### src/rtl/fft_pkg.sv
// Shared constants, the controller state type and the bit-reversal helper
// for the radix-2 FFT sequencing controller.
package fft_pkg;

    localparam int FFT_N                = 64;
    localparam int FFT_LOG2N            = 6;
    localparam int FFT_BFLY_LAT_DEFAULT = 2;

    typedef enum logic [2:0] {
        IDLE    = 3'd0,
        LOAD    = 3'd1,
        COMPUTE = 3'd2,
        DRAIN   = 3'd3,
        DONE    = 3'd4
    } fftState_e;

    // Samples land in RAM in bit-reversed order so the in-place
    // decimation-in-time butterflies produce natural-order results.
    function automatic logic [FFT_LOG2N-1:0] bitrev6(input logic [FFT_LOG2N-1:0] v);
        logic [FFT_LOG2N-1:0] r;
        for (int i = 0; i < FFT_LOG2N; i++) begin
            r[i] = v[FFT_LOG2N-1-i];
        end
        return r;
    endfunction

endpackage

### src/rtl/fft_addr_gen.sv
// Combinational butterfly address generator: maps (stage, butterfly index)
// to the two operand addresses and the twiddle ROM index.
module fft_addr_gen
    import fft_pkg::*;
(
    input  logic [2:0]           stage_i,
    input  logic [FFT_LOG2N-2:0] k_i,
    output logic [FFT_LOG2N-1:0] a_o,
    output logic [FFT_LOG2N-1:0] b_o,
    output logic [FFT_LOG2N-2:0] tw_o
);

    localparam logic [FFT_LOG2N-1:0] ONE = 1;

    logic [FFT_LOG2N-1:0] span;
    logic [FFT_LOG2N-1:0] kWide;
    logic [FFT_LOG2N-1:0] pos;
    logic [FFT_LOG2N-1:0] groupBase;

    // Butterflies are grouped in blocks of 2*span; a sits in the lower half
    // of its block, b exactly one span above, and the twiddle step shrinks
    // as the span grows.
    always_comb begin
        span      = ONE << stage_i;
        kWide     = {1'b0, k_i};
        pos       = kWide & (span - ONE);
        groupBase = (kWide >> stage_i) << (stage_i + 3'd1);
        a_o       = groupBase | pos;
        b_o       = a_o | span;
        tw_o      = pos[FFT_LOG2N-2:0] << (3'(FFT_LOG2N - 1) - stage_i);
    end

endmodule

### src/rtl/fft_ctrl.sv
// FFT sequencing controller: loads samples in bit-reversed order, walks the
// in-place butterfly schedule stage by stage with a write-back delay line,
// then lets the host read the result buffer out in order.
module fft_ctrl #(
    parameter int  N        = fft_pkg::FFT_N,
    parameter int  BFLY_LAT = fft_pkg::FFT_BFLY_LAT_DEFAULT,
    localparam int LOG2N    = $clog2(N)
) (
    input  logic             clk,
    input  logic             reset,
    input  logic             clear,
    input  logic             sample_valid,
    output logic             load_we,
    output logic [LOG2N-1:0] load_addr,
    output logic [LOG2N-1:0] rd_addr_a,
    output logic [LOG2N-1:0] rd_addr_b,
    output logic [LOG2N-2:0] tw_addr,
    output logic             wb_we,
    output logic [LOG2N-1:0] wb_addr_a,
    output logic [LOG2N-1:0] wb_addr_b,
    input  logic             read_next,
    output logic [LOG2N-1:0] out_addr,
    output logic             busy,
    output logic             done
);

    import fft_pkg::*;

    localparam logic [LOG2N-1:0] LAST_SAMPLE = LOG2N'(N - 1);
    localparam logic [LOG2N-2:0] LAST_K      = (LOG2N - 1)'(N / 2 - 1);
    localparam logic [2:0]       LAST_STAGE  = 3'(LOG2N - 1);
    localparam logic [2:0]       LAST_DRAIN  = 3'(BFLY_LAT - 1);

    fftState_e        state_q, state_d;
    logic [LOG2N-1:0] sampleCnt_q, sampleCnt_d;
    logic [2:0]       stage_q, stage_d;
    logic [LOG2N-2:0] k_q, k_d;
    logic [2:0]       drain_q, drain_d;
    logic [LOG2N-1:0] outAddr_q, outAddr_d;

    logic [BFLY_LAT-1:0] pipeValid_q;
    logic [LOG2N-1:0]    pipeA_q [BFLY_LAT];
    logic [LOG2N-1:0]    pipeB_q [BFLY_LAT];

    logic             loadEn;
    logic             issueEn;
    logic [LOG2N-1:0] genA;
    logic [LOG2N-1:0] genB;
    logic [LOG2N-2:0] genTw;

    assign loadEn  = reset && !clear && sample_valid && (state_q == IDLE || state_q == LOAD);
    assign issueEn = (state_q == COMPUTE);

    fft_addr_gen u_addrGen (
        .stage_i (stage_q),
        .k_i     (k_q),
        .a_o     (genA),
        .b_o     (genB),
        .tw_o    (genTw)
    );

    // State register.
    always_ff @(posedge clk or negedge reset) begin
        if (!reset) begin
            state_q <= IDLE;
        end else begin
            state_q <= state_d;
        end
    end

    // Next-state logic; clear wins over every other input.
    always_comb begin
        state_d = state_q;
        if (clear) begin
            state_d = IDLE;
        end else begin
            case (state_q)
                IDLE: begin
                    if (sample_valid) state_d = LOAD;
                end
                LOAD: begin
                    if (sample_valid && sampleCnt_q == LAST_SAMPLE) state_d = COMPUTE;
                end
                COMPUTE: begin
                    if (k_q == LAST_K) state_d = DRAIN;
                end
                DRAIN: begin
                    if (drain_q == LAST_DRAIN) begin
                        state_d = (stage_q == LAST_STAGE) ? DONE : COMPUTE;
                    end
                end
                DONE: begin
                    state_d = DONE;
                end
                default: begin
                    state_d = IDLE;
                end
            endcase
        end
    end

    // Counter registers for sample, stage, butterfly, drain and readout.
    always_ff @(posedge clk or negedge reset) begin
        if (!reset) begin
            sampleCnt_q <= '0;
            stage_q     <= '0;
            k_q         <= '0;
            drain_q     <= '0;
            outAddr_q   <= '0;
        end else begin
            sampleCnt_q <= sampleCnt_d;
            stage_q     <= stage_d;
            k_q         <= k_d;
            drain_q     <= drain_d;
            outAddr_q   <= outAddr_d;
        end
    end

    // Counter next values; clear returns everything to the reset state.
    always_comb begin
        sampleCnt_d = sampleCnt_q;
        stage_d     = stage_q;
        k_d         = k_q;
        drain_d     = drain_q;
        outAddr_d   = outAddr_q;
        if (clear) begin
            sampleCnt_d = '0;
            stage_d     = '0;
            k_d         = '0;
            drain_d     = '0;
            outAddr_d   = '0;
        end else begin
            case (state_q)
                IDLE, LOAD: begin
                    if (loadEn) sampleCnt_d = sampleCnt_q + 1'b1;
                end
                COMPUTE: begin
                    k_d = k_q + 1'b1;
                    if (k_q == LAST_K) drain_d = '0;
                end
                DRAIN: begin
                    if (drain_q == LAST_DRAIN) begin
                        drain_d = '0;
                        stage_d = (stage_q == LAST_STAGE) ? 3'd0 : stage_q + 3'd1;
                    end else begin
                        drain_d = drain_q + 3'd1;
                    end
                end
                DONE: begin
                    if (read_next) outAddr_d = outAddr_q + 1'b1;
                end
                default: begin
                    sampleCnt_d = '0;
                end
            endcase
        end
    end

    // Write-back delay line: each issue reappears BFLY_LAT cycles later;
    // clear flushes it so no stale write-back escapes an abort.
    always_ff @(posedge clk or negedge reset) begin
        if (!reset) begin
            pipeValid_q <= '0;
            for (int i = 0; i < BFLY_LAT; i++) begin
                pipeA_q[i] <= '0;
                pipeB_q[i] <= '0;
            end
        end else if (clear) begin
            pipeValid_q <= '0;
            for (int i = 0; i < BFLY_LAT; i++) begin
                pipeA_q[i] <= '0;
                pipeB_q[i] <= '0;
            end
        end else begin
            pipeValid_q[0] <= issueEn;
            pipeA_q[0]     <= genA;
            pipeB_q[0]     <= genB;
            for (int i = 1; i < BFLY_LAT; i++) begin
                pipeValid_q[i] <= pipeValid_q[i-1];
                pipeA_q[i]     <= pipeA_q[i-1];
                pipeB_q[i]     <= pipeB_q[i-1];
            end
        end
    end

    // Outputs; every bus is forced to zero whenever its strobe or state is inactive.
    always_comb begin
        load_we   = loadEn;
        load_addr = loadEn ? bitrev6(sampleCnt_q) : '0;
        rd_addr_a = issueEn ? genA : '0;
        rd_addr_b = issueEn ? genB : '0;
        tw_addr   = issueEn ? genTw : '0;
        wb_we     = pipeValid_q[BFLY_LAT-1];
        wb_addr_a = pipeValid_q[BFLY_LAT-1] ? pipeA_q[BFLY_LAT-1] : '0;
        wb_addr_b = pipeValid_q[BFLY_LAT-1] ? pipeB_q[BFLY_LAT-1] : '0;
        out_addr  = (state_q == DONE) ? outAddr_q : '0;
        busy      = (state_q == COMPUTE) || (state_q == DRAIN);
        done      = (state_q == DONE);
    end

endmodule

### config.mk
export PLATFORM = sky130hd
export DESIGN_NAME = fft_ctrl
export DESIGN_NICKNAME = d
export VERILOG_FILES = /design/src/rtl/fft_pkg.sv /design/src/rtl/fft_addr_gen.sv /design/src/rtl/fft_ctrl.sv
export SDC_FILE = /design/constraint.sdc
export NUM_CORES = 1
export LEC_CHECK = 0
export ABC_AREA = 1
export ABC_CLOCK_PERIOD_IN_PS = 2700
export CAP_MARGIN = 20
export CORE_MARGIN = 2
export CORE_UTILIZATION = 48
export DETAILED_ROUTE_END_ITERATION = 12
export PLACE_DENSITY = 0.73
export SETUP_SLACK_MARGIN = 0.4
export SLEW_MARGIN = 20
export SYNTH_ARGS = -nofsm -noshare
export SYNTH_HDL_FRONTEND = slang
export SYNTH_SLANG_ARGS = --single-unit
### constraint.sdc
create_clock -name clk -period 2.7 [get_ports clk]
set_clock_uncertainty 0.05 [all_clocks]
set_input_delay 0.27 -clock clk [delete_from_list [all_inputs] [get_ports clk]]
set_output_delay 0.27 -clock clk [all_outputs]
set_load 0.02 [all_outputs]
After elaboration in Yosys (flattened, before gate mapping)
Cells that the tools add are included.

operators by class
  add/sub/neg operators = 7
  eq/ne operators = 14
  shifts and indexed selects = 4
  muxes and demuxes = 33
  bitwise gates (word level) = 3
  reductions and logical operators = 21

operator list
  cell                   count
  $mux W6                11
  $mux W3                13
  $mux W12               2
  $mux W5                3
  $pmux W3 S5            1
  $add A6 B1 Y6 const B  2
  $or A6 B6 Y6           2
  $pmux W6 S2            1
  $reduce_bool A2 Y1     5
  $ne A3 B3 Y1 const B   3
  $reduce_and A2 Y1      4
  $add A3 B1 Y3 const B  2
  $and A5 B6 Y6          1
  $eq A3 B1 Y1 const B   2
  $eq A3 B2 Y1 const B   2
  $eq A3 B3 Y1 const B   2
  $eq A6 B6 Y1 const B   1
  $ne A3 B2 Y1 const B   2
  $pmux W3 S2            1
  $shl A1 B3 Y6 const A  1
  $shl A6 B3 Y6          1
  $shr A5 B3 Y6          1
  $sub A6 B1 Y6 const B  1
  $add A5 B1 Y5 const B  1
  other kinds (13)       17

storage, ports and cells
  register bits = 52
  input port bits = 5
  output and inout port bits = 45
  word-level logic and storage cells = 93

Longest topological paths before layout
  word-level depth = 7
  depth in mapped cells = 13
  gate-level depth less buffers = 12

Hierarchy
A second synthesis with hierarchy kept.

second synthesis, totals
  cell total of the unflattened synthesis = 482
  area, all modules = 3,304.4 um^2

by module, submodules not included
  module        times used  cells each  area each (um^2)  sequential area each (um^2)
  fft_ctrl      1           358         2,698.8           1,301.2
  fft_addr_gen  1           124         605.6             0.0

Worst setup path before layout
Ideal clock, no wire load.

  kind = register to output
  from = register stage_q[0]
  to = output port tw_addr[4]
  arrival = 2,237 ps
  required time = 2,380 ps
  path slack = 143 ps
  cell stages (with the launch flop) = 13
  path buffers = 1
  path through = dfrtp_1 inv_1 buf_1 ha_1 nand2_1 ha_1 nand3_1 nand3_1 nand2_1 o21ai_0 o21bai_1 inv_1 a21oi_1

between the ends
  longest elaborated chain between the ends = 5
  elaborated cells on any way between the ends = 6
  those cells by class = 2 x add/sub; 2 x shift; 1 x mux; 1 x bitwise

RTL lines
  element                 RTL line            text
  from (decl)             fft_ctrl.sv:36      logic [2:0] stage_q, stage_d;
  from (signal assigned)  fft_ctrl.sv:112     stage_q <= stage_d;
  $shl A1 B3 Y6           fft_addr_gen.sv:24  span = ONE << stage_i;
  $sub A6 B1 Y6           fft_addr_gen.sv:26  pos = kWide & (span - ONE);
  $and A5 B6 Y6           fft_addr_gen.sv:26
  $shl A5 B3 Y5 (*)       fft_addr_gen.sv:30  tw_o = pos[FFT_LOG2N-2:0] << (3'(FFT_LOG2N - 1) - stage_i);
  $mux W5 (*)             fft_ctrl.sv:192     tw_addr = issueEn ? genTw : '0;
  to (decl)               fft_ctrl.sv:17      output logic [LOG2N-2:0] tw_addr,

Mark *: on every way between the ends. The rest lies on a longest branch, timed or not.

Worst setup path in the final report
  from = register stage_q[1]
  to = output port tw_addr[4]

The elaborated chain is that of the path after synthesis.

==> results.sh <==
export IMPL_cts_tree="built"
export IMPL_synth_avg_cell_area_um2=7.31
export IMPL_clock_fmax_mhz=411
export IMPL_routedWlPerCell_um=15.0
export IMPL_io_buffers=49
export IMPL_hp_class="primary input to asynchronous set/reset pin"
export IMPL_clk_pin_slew_worst_paths_ns=0.10
export IMPL_yosysWarnings=0
export IMPL_worst_pin_slew_ns=0.660
export IMPL_n_antenna_cell=0
export IMPL_yosysSeqAreaShare_pct=42.9
export IMPL_arrival_ns=2.12
export IMPL_async_flop_share_pct=100
export IMPL_swShare_pct=40.0
export IMPL_cts_buffers=5
export IMPL_worstPathMaxFanout=5
export IMPL_cts_htree_levels=2
export IMPL_path_class="register to output pin"
export IMPL_dr_total_vias=3021
export IMPL_path_cells="buf_6 > buf_6 > ha_4 > nand2_4 > nand3_4 > a21oi_4 > o21ai_4 > nand2_2 > nand3_2 > a21oi_4 > buf_6"
export IMPL_grt_pass1_vias=2659
export IMPL_synth_nets=431
export IMPL_dieArea_um2=6980
export IMPL_endpoint_kind="output pin"
export IMPL_cp_start_kind="register"
export IMPL_core_rowCount=28
export IMPL_syn_inst=415
export IMPL_grt_pass1_wl_um=12600
export IMPL_finalSetupViolCount=0
export IMPL_grt_start_max_net_pins=53
export IMPL_hold_violations=0
export IMPL_antenna_found_initial=0
export IMPL_dp_slack_ns=0.0121
export IMPL_switchingPower_mw=0.912
export IMPL_drive_gt1_share_pct=25.3
export IMPL_power_leakage_nw=2.13
export IMPL_slowest_delay_ns=0.43
export IMPL_via_per_inst=5.34
export IMPL_cellPowerDensity_nw_per_um2=543
export IMPL_nets=506
export IMPL_intPower_mw=1.37
export IMPL_antenna_left=0
export IMPL_wl_um=8500
export IMPL_final_cell_mix="82 x nand2_1, 71 x inv_1, 50 x dfrtp_1"
export IMPL_finalCriticalPeriod_ns=2.44
export IMPL_synth_area_um2=3040
export IMPL_worstSkewPairLatency_ns=0.31
export IMPL_track_usage_pct=22.0
export IMPL_synthDistinctLibCells=38
export IMPL_final_setup_tns_ns=0
export IMPL_r2r_start="stage_q[0]$_DFFE_PN0P_"
export IMPL_comb_power_share_pct=38.1
export IMPL_setup_ws_ns=0.264
export IMPL_clock_root_buffer="clkbuf_8"
export IMPL_cpMostUsedCell="buf_6"
export IMPL_critPathSlowestCell="dfrtp_1"
export IMPL_overflow=0
export IMPL_die_h_um=83.5
export IMPL_synth_edf_count=0
export IMPL_fin_crit_sh_pct=90.2
export IMPL_layout_commonest_cell="nand2_1"
export IMPL_yosys_register_bits=52
export IMPL_cts_hold_buffers_added=0
export IMPL_p_seq_share_pct=41.1
export IMPL_pwr_share_clk_pct=20.8
export IMPL_dr_pass1_iters=6
export IMPL_slew_headroom_pct=56.0
export IMPL_place_hpwl_um=5560
export IMPL_area_growth_pct=38.4
export IMPL_pin_count=50
export IMPL_gp_congestion=0.920
export IMPL_hold_ws_ns=0.129
export IMPL_ys_flop_type="dfrtp_1"
export IMPL_cts_sinks=52
export IMPL_status="completed"
export IMPL_die_w_um=83.5
export IMPL_drcViolationCount=0
export IMPL_clockBufferDepth=2
export IMPL_cp_startpoint="stage_q[1]$_DFFE_PN0P_"
export IMPL_cap_violations=0
export IMPL_grt_setup_unrepaired="yes"
export IMPL_drv_slew=0
export IMPL_required_ns=2.38
export IMPL_drt_iter0_markers=209
export IMPL_vdd_drop_max_mv=0.376
export IMPL_coreArea_um2=6030
export IMPL_initial_utilization_pct=50.4
==> registers in the layout, indices dropped and copies added (netlist names) <==
name	flops
pipeValid_q	2
sampleCnt_q	6
pipeB_q	12
state_q	3
drain_q	3
outAddr_q	6
stage_q	3
k_q	5
pipeA_q	12
==> Yosys cell counts, types with 2 or more instances <==
cell type | number | area share (%)
o21ai_0 | 20 | 3.3
clkbuf_1 | 2 | 0.25
a21oi_1 | 24 | 4.0
nor3_2 | 2 | 0.66
o22ai_1 | 2 | 0.41
nand2_2 | 2 | 0.41
nand4_1 | 8 | 1.6
o21ai_1 | 4 | 0.66
buf_1 | 3 | 0.37
nand2_1 | 89 | 11
buf_2 | 4 | 0.66
clkinv_1 | 2 | 0.25
dfrtp_1 | 52 | 43
nor3_1 | 2 | 0.33
nor2_1 | 48 | 5.9
inv_2 | 3 | 0.37
nand3_1 | 36 | 5.9
inv_1 | 78 | 9.6
ha_1 | 11 | 4.5
nor2_2 | 4 | 0.82
a21oi_2 | 2 | 0.58
==> power groups by stage <==
| stage | Combinational (mW) | Sequential, mW | Clock, mW |
|---|---|---|---|
| after global placement | 0.694 | 0.945 | 0 |
| after detailed placement | 0.709 | 0.950 | 0 |
| final | 0.869 | 0.937 | 0.475 |
| after floorplan | 0.479 | 0.932 | 0 |
| after global routing | 0.947 | 0.949 | 0.501 |
| after CTS | 0.748 | 0.935 | 0.478 |
==> worst paths after layout <==
path | to | slack [ns] | cells past startpoint
max | tw_addr[4] | 0.26 | 11
min | pipeA_q[9]$_DFF_PN0_ | 0.13 | 2
max reg2reg | pipeB_q[10]$_DFF_PN0_ | 0.92 | 12
min reg2reg | pipeB_q[1]$_DFF_PN0_ | 0.41 | 2
max in group asynchronous | stage_q[0]$_DFFE_PN0P_ | 1.98 | 2
min in group clk | pipeB_q[1]$_DFF_PN0_ | 0.41 | 2
==> metrics by stage <==
step	util [%]	cells	cell area, µm²	power, mW
3_5_place_dp	61.6	547	3710	1.66
3_3_place_gp	61.6	547	3710	1.64
6_report	69.7	566	4200	2.28
2_1_floorplan	-	415	3050	1.41
4_1_cts	64.1	558	3860	2.16
5_1_grt	69.7	566	4200	2.40
==> timing repair <==
item	4_1_cts	5_1_grt
resized for setup	114	58
setup buffers	3	7
pin swaps	6	19
endpoints found under the setup margin	30	23
gates cloned	0	1
endpoints found under the hold margin	0	0
==> worst max-delay path: cells and delay by family (launching register included) <==
kind / cells / cell delay, ns
AOI/OAI and AO/OA: 3 / 0.44
buffers and inverters: 3 / 0.41
and+or+nand+nor: 4 / 0.38
DFF: 1 / 0.43
adders and majority gates: 1 / 0.16
==> cell type report <==
type | instances | area (µm²)
clock buffers | 5 | 68.8
clock inverters | 3 | 25.0
fillers | 455 | 1820
inverters | 83 | 320
multi-input cells | 270 | 1670
flip-flops and latches | 52 | 1300
well taps | 75 | 93.8
repair buffers | 78 | 716
==> metal layers <==
metal | GRT usage (%) | up-vias | share of wire, %
met3 | 4.55 | 30 | 6.1
met5 | 0 | - | 0
met1 | 29.9 | 1399 | 42
li1 | - | 1453 | -
met4 | 5.28 | 0 | 3.4
met2 | 36.4 | 139 | 49
==> cells by family (layout without fill, tap and decap cells) <==
family,after synthesis,in the layout,synth area share [%]
AOI/OAI and AO/OA,58,58,10.6
xor gates and xnor gates,1,1,0.289
adders and majority gates,11,11,4.53
buffers and inverters,93,169,11.8
DFF,52,52,42.9
and+or+nand+nor,200,200,30.0
(Power assumes the default switching activity.)
